**config.mk**
```make
export PLATFORM = sky130hd
export DESIGN_NAME = imm_gen_pipe
export DESIGN_NICKNAME = d
export VERILOG_FILES = /design/src/rtl/imm_gen_pipe.sv
export SDC_FILE = /design/constraint.sdc
export NUM_CORES = 1
export LEC_CHECK = 0
export BUFFER_PORTS_ARGS = -buffer_cell sky130_fd_sc_hd__clkbuf_2
export CAP_MARGIN = 20
export CORE_MARGIN = 4
export CORE_UTILIZATION = 45
export DETAILED_ROUTE_END_ITERATION = 12
export GPL_TIMING_DRIVEN = 0
export PLACE_DENSITY = 0.8
export SLEW_MARGIN = 40
export SYNTH_ARGS = -nofsm -noshare
export SYNTH_HDL_FRONTEND = slang
export SYNTH_SLANG_ARGS = --single-unit
```
**constraint.sdc**
```tcl
create_clock -name clk -period 1.6 [get_ports clk]
set_input_delay 0.24 -clock clk [delete_from_list [all_inputs] [get_ports clk]]
set_output_delay 0.24 -clock clk [all_outputs]
set_load 0.03 [all_outputs]
```
**src/rtl/imm_gen_pipe.sv**
```systemverilog
// imm_gen_pipe: registered, handshaked RV32I/RV64I immediate generator
// with a 2-entry skid buffer and a saturating illegal-opcode counter.
//
// Ports:
//   clk, rst_n                     clock, async active-low reset
//   in_valid/in_ready, inst/in_tag upstream handshake and payload
//   out_valid/out_ready            downstream handshake
//   imm, fmt, illegal, out_tag     decoded immediate, format, flag, tag
//   cnt_clr, ill_cnt               counter clear and saturating count
//
// Build option: define IMM_CSR_EN to decode SYSTEM csr* immediates
// (fmt 6); otherwise SYSTEM opcodes decode as fmt 0 with imm 0.
module imm_gen_pipe #(
    parameter int XLEN  = 32,
    parameter int TAG_W = 32,
    parameter int CNT_W = 16
) (
    input  logic             clk,
    input  logic             rst_n,
    input  logic             in_valid,
    output logic             in_ready,
    input  logic [31:0]      inst,
    input  logic [TAG_W-1:0] in_tag,
    output logic             out_valid,
    input  logic             out_ready,
    output logic [XLEN-1:0]  imm,
    output logic [2:0]       fmt,
    output logic             illegal,
    output logic [TAG_W-1:0] out_tag,
    input  logic             cnt_clr,
    output logic [CNT_W-1:0] ill_cnt
);

    localparam logic [2:0] FMT_R = 3'd0;
    localparam logic [2:0] FMT_I = 3'd1;
    localparam logic [2:0] FMT_S = 3'd2;
    localparam logic [2:0] FMT_B = 3'd3;
    localparam logic [2:0] FMT_U = 3'd4;
    localparam logic [2:0] FMT_J = 3'd5;
`ifdef IMM_CSR_EN
    localparam logic [2:0] FMT_Z = 3'd6;
`endif
    localparam logic [2:0] FMT_X = 3'd7;

    typedef struct packed {
        logic [XLEN-1:0]  imm;
        logic [2:0]       fmt;
        logic             ill;
        logic [TAG_W-1:0] tag;
    } word_t;

    logic [6:0]         op;
    logic [31:0]        imm32;
    logic signed [31:0] simm;
    logic [2:0]         dfmt;
    word_t              dec;
    word_t              out_q;
    word_t              skid_q;
    logic               out_v;
    logic               skid_v;
    logic               accept;
    logic               emit;

    assign op = inst[6:0];

    always_comb begin
        imm32 = '0;
        dfmt  = FMT_X;
        unique case (1'b1)
            (op == 7'b0000011),
            (op == 7'b0010011),
            (op == 7'b1100111): begin
                imm32 = {{20{inst[31]}}, inst[31:20]};
                dfmt  = FMT_I;
            end
            (op == 7'b0100011): begin
                imm32 = {{20{inst[31]}}, inst[31:25], inst[11:7]};
                dfmt  = FMT_S;
            end
            (op == 7'b1100011): begin
                imm32 = {{19{inst[31]}}, inst[31], inst[7],
                         inst[30:25], inst[11:8], 1'b0};
                dfmt  = FMT_B;
            end
            (op == 7'b0110111),
            (op == 7'b0010111): begin
                imm32 = {inst[31:12], 12'b0};
                dfmt  = FMT_U;
            end
            (op == 7'b1101111): begin
                imm32 = {{11{inst[31]}}, inst[31], inst[19:12],
                         inst[20], inst[30:21], 1'b0};
                dfmt  = FMT_J;
            end
            (op == 7'b0110011),
            (op == 7'b0001111): begin
                dfmt = FMT_R;
            end
            (op == 7'b1110011): begin
                dfmt = FMT_R;
`ifdef IMM_CSR_EN
                // csrr*i carry zimm in rs1; csrrw/s/c expose the CSR address
                if (inst[14]) begin
                    imm32 = {27'b0, inst[19:15]};
                    dfmt  = FMT_Z;
                end else if (inst[13:12] != 2'b00) begin
                    imm32 = {20'b0, inst[31:20]};
                    dfmt  = FMT_Z;
                end
`endif
            end
            default: begin
                imm32 = '0;
                dfmt  = FMT_X;
            end
        endcase
    end

    // Zero-extended CSR fields have bit 31 clear, so one sign-extend suffices
    assign simm    = imm32;
    assign dec.imm = XLEN'(simm);
    assign dec.fmt = dfmt;
    assign dec.ill = (dfmt == FMT_X);
    assign dec.tag = in_tag;

    assign in_ready = ~skid_v;
    assign accept   = in_valid & in_ready;
    assign emit     = out_v & out_ready;

    always_ff @(posedge clk or negedge rst_n) begin
        if (!rst_n) begin
            out_v  <= 1'b0;
            skid_v <= 1'b0;
            out_q  <= '0;
            skid_q <= '0;
        end else if (!out_v || emit) begin
            // skid is never full while accepting, so it drains first
            if (skid_v) begin
                out_q  <= skid_q;
                out_v  <= 1'b1;
                skid_v <= 1'b0;
            end else begin
                out_v <= accept;
                if (accept) out_q <= dec;
            end
        end else if (accept) begin
            skid_q <= dec;
            skid_v <= 1'b1;
        end
    end

    always_ff @(posedge clk or negedge rst_n) begin
        if (!rst_n) begin
            ill_cnt <= '0;
        end else if (cnt_clr) begin
            ill_cnt <= '0;
        end else if (accept && dec.ill && (ill_cnt != '1)) begin
            ill_cnt <= ill_cnt + 1'b1;
        end
    end

    assign out_valid = out_v;
    assign imm       = out_q.imm;
    assign fmt       = out_q.fmt;
    assign illegal   = out_q.ill;
    assign out_tag   = out_q.tag;

endmodule

```
==> summary.md, run 1 <==
| Metric | Value |
|---|---|
| DR vias/cell | 5.53 |
| Area growth, synth to finish | 33.2% |
| Port Buf Inserts | approximately 150 |
| CP max stage delay | 0.42 ns |
| Gpl congestion | ~0.81 |
| Routed vias | 6503 |
| Post-route ant nets | 0 |
| CP max-delay cell | dfrtp_2 |
| GRT Util Overall | 0.231 |
| Critical setup path kind | register to register |
| Post-synth EDFFs | 0 |
| Die Ht | 134 µm |
| CTS H-Tree Depth | 4 |
| FF+latch count, synth | 154 |
| Clk sink count | roughly 150 |
| Core box area | 0.0154 mm² |
| Worst Slack Setup Final | -0.211 ns |
| Final setup fails | 16 |
| Power Dens Cells | ~1200 mW/mm² |
| Crit path cell chain | ha_4 > and4_4 > nand4_1 > buf_6 > o21ai_4 > nor3b_2 > mux2_4 |
| Vias in the first global route | between 6000 and 7000 |
| CTS Buf Count | 17 |
| Ys Warns | 0 |
| Total design power | 11500 µW |
| Initial antenna violation count | 1 |
| 1st-iter DRT viols | between 500 and 600 |
| Post-Synthesis Cells | roughly 750 |
| Netlist cell types | 59 |
| Die width | 134 µm |
| CP required | 1.90 ns |
| Clock transition at path regs | 0.07 ns |
| Final Hold Viols | 0 |
| WP buf/inv | 1 |
| Reg2reg setup slack | -0.21 ns |
| FILL cells | 1316 |
| Layout Nets | 1023 |
| Skew final | 0.00722 ns |
| Post-route setup TNS | -1.79 ns |
| Mean Syn Cell Area | 9.58 µm² |
| Crit end category | register |
| Io pins | 155 |
| Max cap viols | 0 |
| Worst Path Max Fanout | 5 |
| Drt total wl | 20900 µm |
| DP HPWL | roughly 14000 µm |
| Root Buffer | clkbuf_16 |
| Num rows | 45 |
| Diode count | 0 |
| Worst-Skew Late Latency | between 0.4 and 0.5 ns |
| Drt wl/cell | 17.8 µm |
| Cell family with most CP delay | simple AND/OR/NAND/NOR gates |
| Failing checks | negative setup slack |
| CP startpoint kind | register |
| Final instance area | 0.00956 mm² |
| Placed Area | about 0.0083 mm² |
| RSZ-0062 raised after global routing | yes |
| Post-synth ARST share | 1.00 |
| Leakage Power | ~0.0045 µW |
| Tmin final | around 1.8 ns |
| CTS tree | built |
| Global-route wire length before repair | approximately 33000 µm |
| Seq/Total Area, Yosys | 0.537 |
| Die ar. | approximately 0.018 mm² |
| Synth Net Count | 819 |
| Fin crit share | 1.13 |
| Most used flip-flop cell after synthesis | dfrtp_1 |
| TritonRoute pass-1 iters | 5 |
| Maximum VDD drop | 1.03 mV |
| Clk buf depth | 2 |
| Relative slew slack | 0.521 |
| Largest net degree at the start of global routing | 63 |
| Max frequency | about 550 MHz |
| Status | finished, violations left |
| Worst-Margin Slew | 0.700 ns |
| Netlist Area Pre-Place | 0.00717 mm² |
| Worst min-delay path class | primary input to register |
| GRT overflow | 0 |
| Share of post-route cells with drive strength above 1 | 0.361 |
| Slew Viols, Final | 0 |
| DRC | 0 |
| CP arrival | 2.12 ns |
| Initial Utilization | 0.465 |
-- per-stage QoR --
step           setup WS [ns]  hold WS, ns  utilization  instances
6_report              -0.211       0.0227        0.619       1177
5_1_grt               -0.259       0.0177        0.619       1177
4_1_cts               -0.120       0.0152        0.598       1164
3_5_place_dp          -0.556        0.205        0.538       1115
3_3_place_gp           -2.76        0.449        0.534       1113
2_1_floorplan         -0.284      -0.0556            -        749
-- routing by layer --
metal | vias up | global-route usage | part of all wire
li1 | 3003 | - | -
met1 | 3180 | 0.303 | 0.41
met2 | 266 | 0.373 | 0.49
met3 | 52 | 0.0555 | 0.069
met4 | 2 | 0.0854 | 0.030
met5 | - | 0 | 0.00057
-- worst min-delay path, delay by kind of cell --
kind                   cells  cell delay, ns
buffers and inverters      1            0.09
and+or+nand+nor            2            0.08
-- sequential cells by signal, indices dropped and copies added, names as in the netlist --
register	cells
fmt	3
ill_cnt	16
illegal	1
imm	32
out_tag	32
out_valid	1
skid_q	68
skid_v	1
-- cells by family (layout without fill, tap and decap cells) --
logic type | Yosys count | in the layout | synth area share
flops | 154 | 154 | 0.537
buf+inv | 62 | 278 | 0.0406
mux | 40 | 40 | 0.0602
simple gates | 323 | 323 | 0.206
fa+ha+maj | 1 | 1 | 0.00174
compound gates | 169 | 170 | 0.155
-- cells in the mapped netlist (all sizes together) (4+ instances only) --
cell / number / share of area
nand2: 190 / 0.10
dfrtp: 154 / 0.54
o21ai: 61 / 0.044
a21oi: 49 / 0.038
nor2: 47 / 0.025
mux2i: 33 / 0.046
clkbuf: 32 / 0.017
buf: 17 / 0.017
nand3: 16 / 0.011
nor3: 16 / 0.012
a211oi: 13 / 0.021
a22oi: 13 / 0.014
inv: 13 / 0.0068
a21o: 8 / 0.0084
a221oi: 8 / 0.0098
and3: 8 / 0.0070
mux2: 7 / 0.014
nor2b: 7 / 0.0061
o31ai: 7 / 0.0080
or4: 7 / 0.0073
nand2b: 5 / 0.0054
nor3b: 4 / 0.0063
nor4: 4 / 0.0052
or3: 4 / 0.0035
-- power breakdown --
part	internal (µW)	total (µW)	leakage, µW	switching [µW]
Sequential	4510	4860	0.00193	347
Clock	2440	4060	0.000283	1620
Combinational	888	2620	0.00233	1730
Total	7840	11500	0.00454	3700
-- layout make-up --
type / instances / area [µm²] / area share
sequential: 154 / 3860 / 0.404
clock buffer: 19 / 433 / 0.0453
clock inverter: 13 / 151 / 0.0158
tap: 211 / 264 / 0.0276
inverter: 13 / 61.3 / 0.00642
timing repair buffer: 185 / 1080 / 0.113
buffer: 48 / 343 / 0.0359
multi-input combinational: 534 / 3360 / 0.351
-- placed cells by master (no fill, tap or decap), types with 5 or more instances in the layout --
cell       Yosys  layout
a211oi_2      10      10
a21o_1         8       8
a21oi_1       45      37
a21oi_2        2      10
a22oi_1       13      13
and3_1         8       7
buf_2          8      10
buf_4          1      29
buf_6          6      12
clkbuf_1      32       7
clkbuf_16      0      17
clkbuf_2       0     160
clkbuf_4       0      10
clkinv_2       0       6
dfrtp_1      154     145
dfrtp_2        0       9
inv_1         13      12
mux2_4         6       6
mux2i_1       33      33
nand2_1      189     185
nand3_1       16      14
nor2_1        47      42
nor2b_1        7       5
nor3_1        15      13
o21ai_0       54      54
o31ai_1        6       6
-- path summary, 6_finish.rpt --
check                      cells after the start       start         end
min in group asynchronous                      2       rst_n     imm[21]
max in group asynchronous                      4       rst_n   out_valid
min                                            3  in_tag[16]  skid_q[16]
max                                            7  ill_cnt[0]  ill_cnt[9]
max reg2reg                                    7  ill_cnt[0]  ill_cnt[9]
min reg2reg                                    2   skid_q[3]   skid_q[3]
-- what timing repair did --
| item | 4_1_cts | 5_1_grt |
|---|---|---|
| endpoints found under the hold margin | 44 | 0 |
| hold buffers | 1 | 0 |
| cloned | 1 | 0 |
| buffers inserted | 15 | 14 |
| setup endpoints to repair | 152 | 124 |
| pin swaps | 11 | 7 |
| gates resized for setup | 66 | 79 |
(Power assumes the default switching activity.)
==> run 2, diff against run 1 <==
--- a/config.mk
+++ b/config.mk
@@ -8,10 +8,10 @@
 export BUFFER_PORTS_ARGS = -buffer_cell sky130_fd_sc_hd__clkbuf_2
 export CAP_MARGIN = 20
 export CORE_MARGIN = 4
-export CORE_UTILIZATION = 45
+export CORE_UTILIZATION = 40
 export DETAILED_ROUTE_END_ITERATION = 12
 export GPL_TIMING_DRIVEN = 0
-export PLACE_DENSITY = 0.8
+export PLACE_DENSITY = 0.73
 export SLEW_MARGIN = 40
 export SYNTH_ARGS = -nofsm -noshare
 export SYNTH_HDL_FRONTEND = slang
==> summary.md, run 2 (same netlist as run 1, synthesis figures left out) <==
| Metric | Value |
|---|---|
| GRT Util Overall | 0.206 |
| Core box area | roughly 0.017 mm² |
| Clock transition at path regs | around 0.060 ns |
| Final setup fails | 16 |
| Post-route insts no fill | 1183 |
| Die ar. | 0.0201 mm² |
| Port Buf Inserts | 153 |
| Worst min-delay path class | primary input to register |
| Cell family with most CP delay | simple AND/OR/NAND/NOR gates |
| Max cap viols | 0 |
| Status | finished, violations left |
| Tmin final | roughly 1.8 ns |
| Initial Utilization | 0.412 |
| Vias in the first global route | 6413 |
| DP HPWL | approximately 15000 µm |
| Clk buf depth | 2 |
| Final Core Density | 0.543 |
| Crit end category | register |
| DRC | 0 |
| Reg2reg setup slack | -0.21 ns |
| Area of the multi-input gates | 0.00326 mm² |
| Sequential Area | 0.00386 mm² |
| Reg-to-reg startpoint | ill_cnt[0] |
| RSZ-0062 raised after global routing | yes |
| Area growth, synth to finish | 31.9% |
| Maximum VDD drop | 0.836 mV |
| CTS tree | built |
| Worst-Skew Late Latency | 0.42 ns |
| CTS H-Tree Depth | 4 |
| Most frequent cells in the layout | 185 x nand2_1, 162 x clkbuf_2, 147 x dfrtp_1 |
| TritonRoute pass-1 iters | 5 |
| WP buf/inv | 2 |
| Die width | roughly 140 µm |
| 1st-iter DRT viols | between 400 and 500 |
| R2R Path End | ill_cnt[4] |
| Reg with most FFs | skid_q |
| Worst setup path start | ill_cnt[0] |
| Skew final | ~0.0067 ns |
| Clk sink count | ~150 |
| Layout Nets | 1016 |
| Cells on worst reg2reg path | 8 |
| Slew Viols, Final | 0 |
| Leakage Power | 0.00453 µW |
| Post-route ant nets | 0 |
| Relative slew slack | 0.545 |
| Gpl congestion | 0.861 |
| Fin crit share | 1.13 |
| CP required | 1.94 ns |
| Global-route wire length before repair | 32800 µm |
| Drt wl/cell | 17.5 µm |
| Drt total wl | 20700 µm |
| Largest net degree at the start of global routing | 68 |
| Io pins | 155 |
| Final Hold Viols | 0 |
| CP max-delay cell | or4_4 |
| Share of post-route cells with drive strength above 1 | 0.337 |
| Worst Path Max Fanout | 4 |
| CP Capture Point | ill_cnt[4] |
| Worst Slack Setup Final | -0.206 ns |
| Placed Instances | 1129 |
| Diode count | 0 |
| Num rows | 48 |
| DR vias/cell | ~5.4 |
| Cell count along the critical path | 8 |
| CP max stage delay | 0.43 ns |
| GRT overflow | 0 |
| Critical setup path kind | register to register |
| Routed vias | 6381 |
| Initial antenna violation count | 0 |
| Failing checks | negative setup slack |
| Power Dens Cells | between 1000 and 1500 mW/mm² |
| Final instance area | 0.00947 mm² |
| Crit path cell chain | ha_4 > and4_4 > nand4_1 > buf_6 > buf_4 > nor2_2 > or4_4 > a21oi_2 |
| Max reg flops | 68 |
| Placed Area | 0.00834 mm² |
| Most common cell after layout, fill and taps aside | nand2_1 |
| Worst-Margin Slew | roughly 0.68 ns |
| Max frequency | between 500 and 600 MHz |
| CTS Buf Count | 17 |
| FILL cells | 1579 |
| Root Buffer | clkbuf_16 |
| CP startpoint kind | register |
| Die Ht | 142 µm |
| CP arrival | about 2.2 ns |
-- run 2: report_power, final --
part	switching (µW)	internal [µW]	leakage [µW]	total (µW)
clock	1610	2760	0.000303	4370
sequential	344	4510	0.00193	4860
combinational	1710	865	0.00229	2580
-- run 2: what timing repair did --
item / 4_1_cts / 5_1_grt
hold endpoints to repair: 25 / 0
hold buffers: 1 / 0
pin swaps: 14 / 8
endpoints found under the setup margin: 152 / 116
gates resized for setup: 63 / 64
setup buffers: 12 / 12
-- run 2: worst min-delay path by stage --
stage | slack (ns) | from | end | depth (start not counted)
floorplan | -0.06 | rst_n | fmt[0] | 0
global placement | 0.45 | in_tag[19] | skid_q[19] | 3
detailed placement | 0.15 | rst_n | ill_cnt[2] | 1
CTS | 0.006 | in_tag[16] | skid_q[16] | 3
global route | 0.01 | in_tag[16] | skid_q[16] | 3
finish | 0.02 | in_tag[28] | skid_q[28] | 3
-- run 2: cell type report --
type / count / area share
Buffer: 48 / 0.0353
Multi-Input combinational cell: 533 / 0.344
Clock inverter: 12 / 0.0209
Clock buffer: 19 / 0.0457
Timing Repair Buffer: 179 / 0.111
Tap cell: 225 / 0.0297
Sequential cell: 154 / 0.408
Inverter: 13 / 0.00542
-- run 2: metrics by stage --
step | setup TNS (ns) | setup WS [ns] | power (µW) | hold WS [ns]
after global routing | -3.20 | -0.269 | 12400 | 0.0130
final | -2.01 | -0.206 | 11800 | 0.0234
after CTS | -2.31 | -0.201 | 11800 | 0.00599
after floorplan | -2.55 | -0.284 | 6430 | -0.0556
after detailed placement | -65.91 | -0.638 | 7350 | 0.149
after global placement | -457.75 | -2.88 | 7250 | 0.449
-- run 2: tightest hold or removal path: stages --
cell	delay, ns
clkbuf_2	0.08
nand2_1	0.04
nand2_1	0.04
-- run 2: per-layer routing --
layer	wire length, µm	GRT usage
met5	0	0
met4	635	0.0884
met3	1280	0.0468
met2	9910	0.326
met1	8890	0.273
